--- config.mk ---
export PLATFORM = sky130hd
export DESIGN_NAME = wave_gen
export DESIGN_NICKNAME = d
export VERILOG_FILES = /design/src/rtl/synth_pkg.sv /design/src/rtl/wave_shaper.sv /design/src/rtl/wave_gen.sv
export SDC_FILE = /design/constraint.sdc
export NUM_CORES = 1
export LEC_CHECK = 0
export CAP_MARGIN = 0
export CORE_MARGIN = 1.5
export CORE_UTILIZATION = 30
export CTS_CLUSTER_DIAMETER = 30
export DETAILED_ROUTE_END_ITERATION = 16
export SYNTH_ARGS = -nofsm -noshare
export SYNTH_HDL_FRONTEND = slang
export SYNTH_SLANG_ARGS = --single-unit
--- constraint.sdc ---
create_clock -name clk -period 5.47 [get_ports clk]
set_input_delay 0.8205 -clock clk [delete_from_list [all_inputs] [get_ports clk]]
set_output_delay 0.8205 -clock clk [all_outputs]
set_load 0.02 [all_outputs]
--- src/rtl/synth_pkg.sv ---
// ----------------------------------------------------------------------------
// synth_pkg
// Shared definitions for the synthesizer voice path.
//   mode_t    : waveform select, shared with the mode-select FSM
//   SAMPLE_W  : sample and phase width (fixed at 8)
//   SMP_MIN / SMP_MAX : full-scale low/high sample values
// ----------------------------------------------------------------------------
package synth_pkg;

    typedef enum logic [1:0] {
        MODE_OFF      = 2'd0,
        MODE_SQUARE   = 2'd1,
        MODE_TRIANGLE = 2'd2,
        MODE_SAW      = 2'd3
    } mode_t;

    localparam int SAMPLE_W = 8;

    localparam logic [SAMPLE_W-1:0] SMP_MIN = 8'h00;
    localparam logic [SAMPLE_W-1:0] SMP_MAX = 8'hFF;

endpackage

--- src/rtl/wave_shaper.sv ---
// ----------------------------------------------------------------------------
// wave_shaper
// Purely combinational phase-to-sample mapping.
//   mode  in  2  waveform select (mode_t encoding)
//   phase in  8  phase accumulator value
//   wave  out 8  shaped sample for (mode, phase)
// ----------------------------------------------------------------------------
module wave_shaper (
    input  logic [1:0] mode,
    input  logic [7:0] phase,
    output logic [7:0] wave
);
    import synth_pkg::*;

    logic [SAMPLE_W-1:0] tri_ramp;

    // Triangle: double the phase, fold the second half back down.
    assign tri_ramp = {phase[SAMPLE_W-2:0], 1'b0};

    always_comb begin
        // NOTE: default first so every path assigns wave and no latch is inferred.
        wave = SMP_MIN;
        case (mode_t'(mode))
            MODE_OFF:      wave = SMP_MIN;
            MODE_SQUARE:   wave = phase[SAMPLE_W-1] ? SMP_MAX : SMP_MIN;
            MODE_TRIANGLE: wave = phase[SAMPLE_W-1] ? ~tri_ramp : tri_ramp;
            MODE_SAW:      wave = phase;
            default:       wave = SMP_MIN;
        endcase
    end

endmodule

--- src/rtl/wave_gen.sv ---
// ----------------------------------------------------------------------------
// wave_gen
// Oscillator stage: divisor counter plus 8-bit phase accumulator, shaped into
// an 8-bit sample stream. Output period is 256 * divisor clock cycles.
//   clk          in  1      system clock
//   n_rst        in  1      asynchronous reset, active-high
//   mode         in  2      0 off, 1 square, 2 triangle, 3 sawtooth
//   en           in  1      note active; 0 = silence
//   divisor      in  DIV_W  clock cycles per phase step; 0 = stalled
//   sample       out 8      current sample, registered
//   sample_strb  out 1      one-cycle pulse on every sample update
// ----------------------------------------------------------------------------
module wave_gen #(
    parameter int DIV_W    = 16,
    parameter int SAMPLE_W = 8
) (
    input  logic             clk,
    input  logic             n_rst,
    input  logic [1:0]       mode,
    input  logic             en,
    input  logic [DIV_W-1:0] divisor,
    output logic [7:0]       sample,
    output logic             sample_strb
);
    import synth_pkg::*;

    logic [DIV_W-1:0]    cnt;
    logic [SAMPLE_W-1:0] phase;
    logic [1:0]          mode_q;

    logic [SAMPLE_W-1:0] phase_inc;
    logic [SAMPLE_W-1:0] wave_start;
    logic [SAMPLE_W-1:0] wave_step;

    // Wraps 0xFF -> 0x00 naturally at 8 bits.
    assign phase_inc = phase + SAMPLE_W'(1);

    // Sample at phase 0 for a mode-change restart.
    wave_shaper u_shaper_start (
        .mode  (mode),
        .phase (SMP_MIN),
        .wave  (wave_start)
    );

    // Sample for the upcoming phase step.
    wave_shaper u_shaper_step (
        .mode  (mode),
        .phase (phase_inc),
        .wave  (wave_step)
    );

    // NOTE: n_rst is active-high here; every state register is cleared in the
    // reset branch since the output stage may sample immediately after release.
    always_ff @(posedge clk or posedge n_rst) begin
        if (n_rst) begin
            cnt         <= '0;
            phase       <= '0;
            mode_q      <= MODE_OFF;
            sample      <= SMP_MIN;
            sample_strb <= 1'b0;
        end else if (!en) begin
            // mode_q keeps tracking so raising en does not look like a mode change.
            // NOTE: non-blocking assignments keep all registers updating from
            // pre-edge values, independent of statement order.
            mode_q      <= mode;
            cnt         <= '0;
            phase       <= '0;
            sample      <= SMP_MIN;
            sample_strb <= 1'b0;
        end else if (mode != mode_q) begin
            mode_q      <= mode;
            cnt         <= '0;
            phase       <= '0;
            sample      <= wave_start;
            sample_strb <= 1'b1;
        end else if (divisor == '0) begin
            sample_strb <= 1'b0;
        end else if (cnt >= divisor - DIV_W'(1)) begin
            // >= so a divisor lowered below the running count steps right away.
            cnt         <= '0;
            phase       <= phase_inc;
            sample      <= wave_step;
            sample_strb <= 1'b1;
        end else begin
            cnt         <= cnt + DIV_W'(1);
            sample_strb <= 1'b0;
        end
    end

endmodule

==> impl_metrics.env <==
export IMPL_min_from="sample[0]$_DFFE_PP0P_"
export IMPL_worstSetupStartpointType="primary input"
export IMPL_synth_compound_area_share_pct=17.6
export IMPL_port_buffers=29
export IMPL_vias=2540
export IMPL_synth_top_cell_area_share_pct=30.8
export IMPL_max_slew_margin_pct=65.4
export IMPL_cp_common_cell="nor3_1"
export IMPL_rrSetupSlack_ns=2.81
export IMPL_die_area_um2=10100
export IMPL_fin_area_um2=3280
export IMPL_rsz0062_at_grt="no"
export IMPL_hold_end="sample[0]$_DFFE_PP0P_"
export IMPL_synth_top_family_by_area="simple AND/OR/NAND/NOR gates"
export IMPL_status="finished clean"
export IMPL_irDropWorstVdd_uv=102
export IMPL_finalCriticalPeriod_ns=4.50
export IMPL_antenna_cells=0
export IMPL_clock_sinks=35
export IMPL_clock_root_buffer="clkbuf_8"
export IMPL_worst_r2r_cell_count=8
export IMPL_grt_max_degree=36
export IMPL_routedWlPerCell_um=14.7
export IMPL_post_cts_setup_buffers=0
export IMPL_ant_nets=0
export IMPL_dpl_hpwl_um=4900
export IMPL_clock_latency_ns=0.29
export IMPL_cts_resized=0
export IMPL_timing_rr_start="cnt[0]$_DFFE_PP0P_"
export IMPL_avgSynthCellArea_um2=8.55
export IMPL_antenna_found_initial=0
export IMPL_setup_viol=0
export IMPL_crit_required_ns=5.68
export IMPL_initial_core_util_pct=30.9
export IMPL_slowest_delay_ns=0.64
export IMPL_via_per_inst=5.46
export IMPL_syn_to_final_growth_pct=15.6
export IMPL_synth_distinct_cells=54
export IMPL_cts_max_level=2
export IMPL_cp_end_kind="register"
export IMPL_yosys_area_top_type="dfrtp_1"
export IMPL_maxCapViolations=0
export IMPL_hold_path_depth=2
export IMPL_grt_pass1_wl_um=11800
export IMPL_whs_ns=0.536
export IMPL_dpl_cell_area_um2=3180
export IMPL_fmax_ghz=0.222
export IMPL_path_cells="clkdlybuf4s50_1 -> or3_1 -> nor3_1 -> nand2b_1 -> or2_2 -> nor4_2 -> xnor2_1 -> ha_1 -> nand4_2 -> nor3_1 -> nor3_1 -> nand3_2 -> or4_1 -> mux2i_1"
export IMPL_skew_ns=0.00667
export IMPL_die_w_um=100
export IMPL_drive_gt1_share_pct=6.50
export IMPL_post_synth_main_area_contributors="dfrtp_1, ha_1, xnor2_1, a21oi_1, nor3_1"
export IMPL_synthCells=332
export IMPL_worstSetupPathType="in2reg"
export IMPL_core_area_um2=9200
export IMPL_muxShareOfSynthArea_pct=2.11
export IMPL_drv_slew=0
export IMPL_syn_cell_area_um2=2840
export IMPL_path_clk_slew_ns=0.07
export IMPL_gp_congestion=0.853
export IMPL_grt_pass1_vias=2443
export IMPL_powerDensity_nw_per_um2=165
export IMPL_p_leak_nw=1.28
export IMPL_core_rowCount=35
export IMPL_cts_buffer_depth=2
export IMPL_tightest_slew_ns=0.518
export IMPL_tns_ns=0
export IMPL_drc=0
export IMPL_hold_violations=0
export IMPL_cts_hold_buf=0
export IMPL_dr_pass1_iters=4
export IMPL_cp_max_fo=17
export IMPL_drt_wl_total_um=6830
export IMPL_final_period_utilization_pct=82.2
export IMPL_io_pins=30
export IMPL_ys_warn_count=0
export IMPL_globalRouteTotalUtil_pct=14.5
export IMPL_cp_arrival_ns=4.71
export IMPL_synthAdderAreaFrac_pct=8.37
export IMPL_synthSimpleGateAreaFrac_pct=26.8
export IMPL_ys_seq_elements=35
export IMPL_numCtsBuffers=5
export IMPL_layout_nets=393
export IMPL_crit_slowest_cell="or4_1"
export IMPL_cts_tree="built"
export IMPL_die_h_um=100
export IMPL_drt_initial_drc_count=105
export IMPL_overflow=0
export IMPL_hold_path_class="reg2reg"
export IMPL_reg2reg_to="cnt[5]$_DFFE_PP0P_"
export IMPL_synth_xor_area_share_pct=9.21
export IMPL_synth_fp_nets=372
export IMPL_ys_seq_area_share_pct=30.8
-- placed cells by master (no fill, tap or decap), types with 2 or more instances in the layout --
cell and n:
nand2b_1 4, clkdlybuf4s50_1 29, nand4_1 4, and3_1 5, dfrtp_1 35, buf_4 2, o221ai_1 2, or4_1 6
a21oi_1 27, nor4b_2 2, nand2_1 27, o21ai_1 3, o21ai_0 12, nor4_1 6, xnor2_1 22, ha_1 19
mux2i_1 6, nand3_1 12, clkbuf_8 7, o21a_1 2, nor3_1 21, a21o_1 2, or3_1 10, o211a_1 2
xor2_1 6, a22o_1 4, a211oi_1 5, nor2_1 25, inv_1 11, nor2b_1 2, o31ai_1 8, a31oi_1 4
-- metal layers --
metal  track usage, %  vias to the layer above  wire, um  share of wire (%)
met2             23.1                       58      3140                 46
met3             2.58                        4       284                4.2
met4             3.14                        0        55               0.81
li1                 -                     1266         -                  -
met1             20.6                     1212      3350                 49
met5                0                        -         0                  0
-- kinds of logic (layout without fill, tap and decap cells) --
kind of cell	after synthesis	in the layout
flops	35	35
mux	6	6
xor+xnor	29	29
compound gates	78	78
fa+ha+maj	19	19
buf+inv	28	50
simple gates	137	137
-- state kept, by name (all words and copies together), names as in the netlist --
register,count
phase,8
sample_strb,1
cnt,16
mode_q,2
sample,8
-- worst max-delay path: cells and delay by family --
kind | cells | cell delay (ns)
adders and majority gates | 1 | 0.28
and+or+nand+nor | 10 | 2.88
xor gates and xnor gates | 1 | 0.16
buffers and inverters | 1 | 0.45
muxes | 1 | 0.14
-- area by class of cell --
class,instances,area [um^2]
flip-flops and latches,35,876
repair buffers,31,305
fillers,991,5910
multi-input cells,269,1820
inverters,11,41.3
clock buffers,8,100
well taps,111,139
-- synthesized netlist by cell type (all sizes together) --
cell type	n
o22ai	1
o21a	2
buf	9
inv	11
o211a	2
xor2	6
and2	2
a211oi	5
ha	19
or2	1
o21ai	15
nor3	22
o2111ai	1
nand3b	1
nand4	5
a22o	4
a22oi	1
nor2	26
a221oi	1
o41ai	1
a2111o	1
or4	7
o31ai	8
o211ai	1
xnor2	23
nor4b	2
nor4	8
and3	6
dfrtp	35
o221ai	2
a31oi	4
and4	1
a21o	2
or3	10
clkbuf	8
nand2	27
nand2b	4
a21oi	27
nor2b	2
mux2i	6
nand3	13
-- how the worst max path moves through the flow --
stage	start	end	slack [ns]	cells past startpoint
CTS	divisor[3]	cnt[5]$_DFFE_PP0P_	0.95	14
global placement	divisor[3]	cnt[5]$_DFFE_PP0P_	0.79	14
floorplan	divisor[3]	phase[3]$_DFFE_PP0P_	1.54	12
global route	divisor[3]	cnt[11]$_DFFE_PP0P_	0.69	14
detailed placement	divisor[3]	cnt[5]$_DFFE_PP0P_	0.69	14
finish	divisor[3]	cnt[5]$_DFFE_PP0P_	0.97	14
-- per-stage QoR --
stage                     instances  worst slack, ns  total power [mW]  util [%]
after detailed placement        457            0.688             0.338      34.6
after global placement          457            0.793             0.337      34.6
after floorplan                 332             1.54             0.306         -
after global routing            465            0.694             0.568      35.7
after CTS                       465            0.952             0.548      35.7
final                           465            0.975             0.542      35.7
-- power breakdown --
| group | internal (mW) | switching [mW] |
|---|---|---|
| Sequential | 0.261 | 0.00109 |
| Clock | 0.115 | 0.0948 |
| Combinational | 0.0310 | 0.0397 |
(Power assumes the default switching activity.)
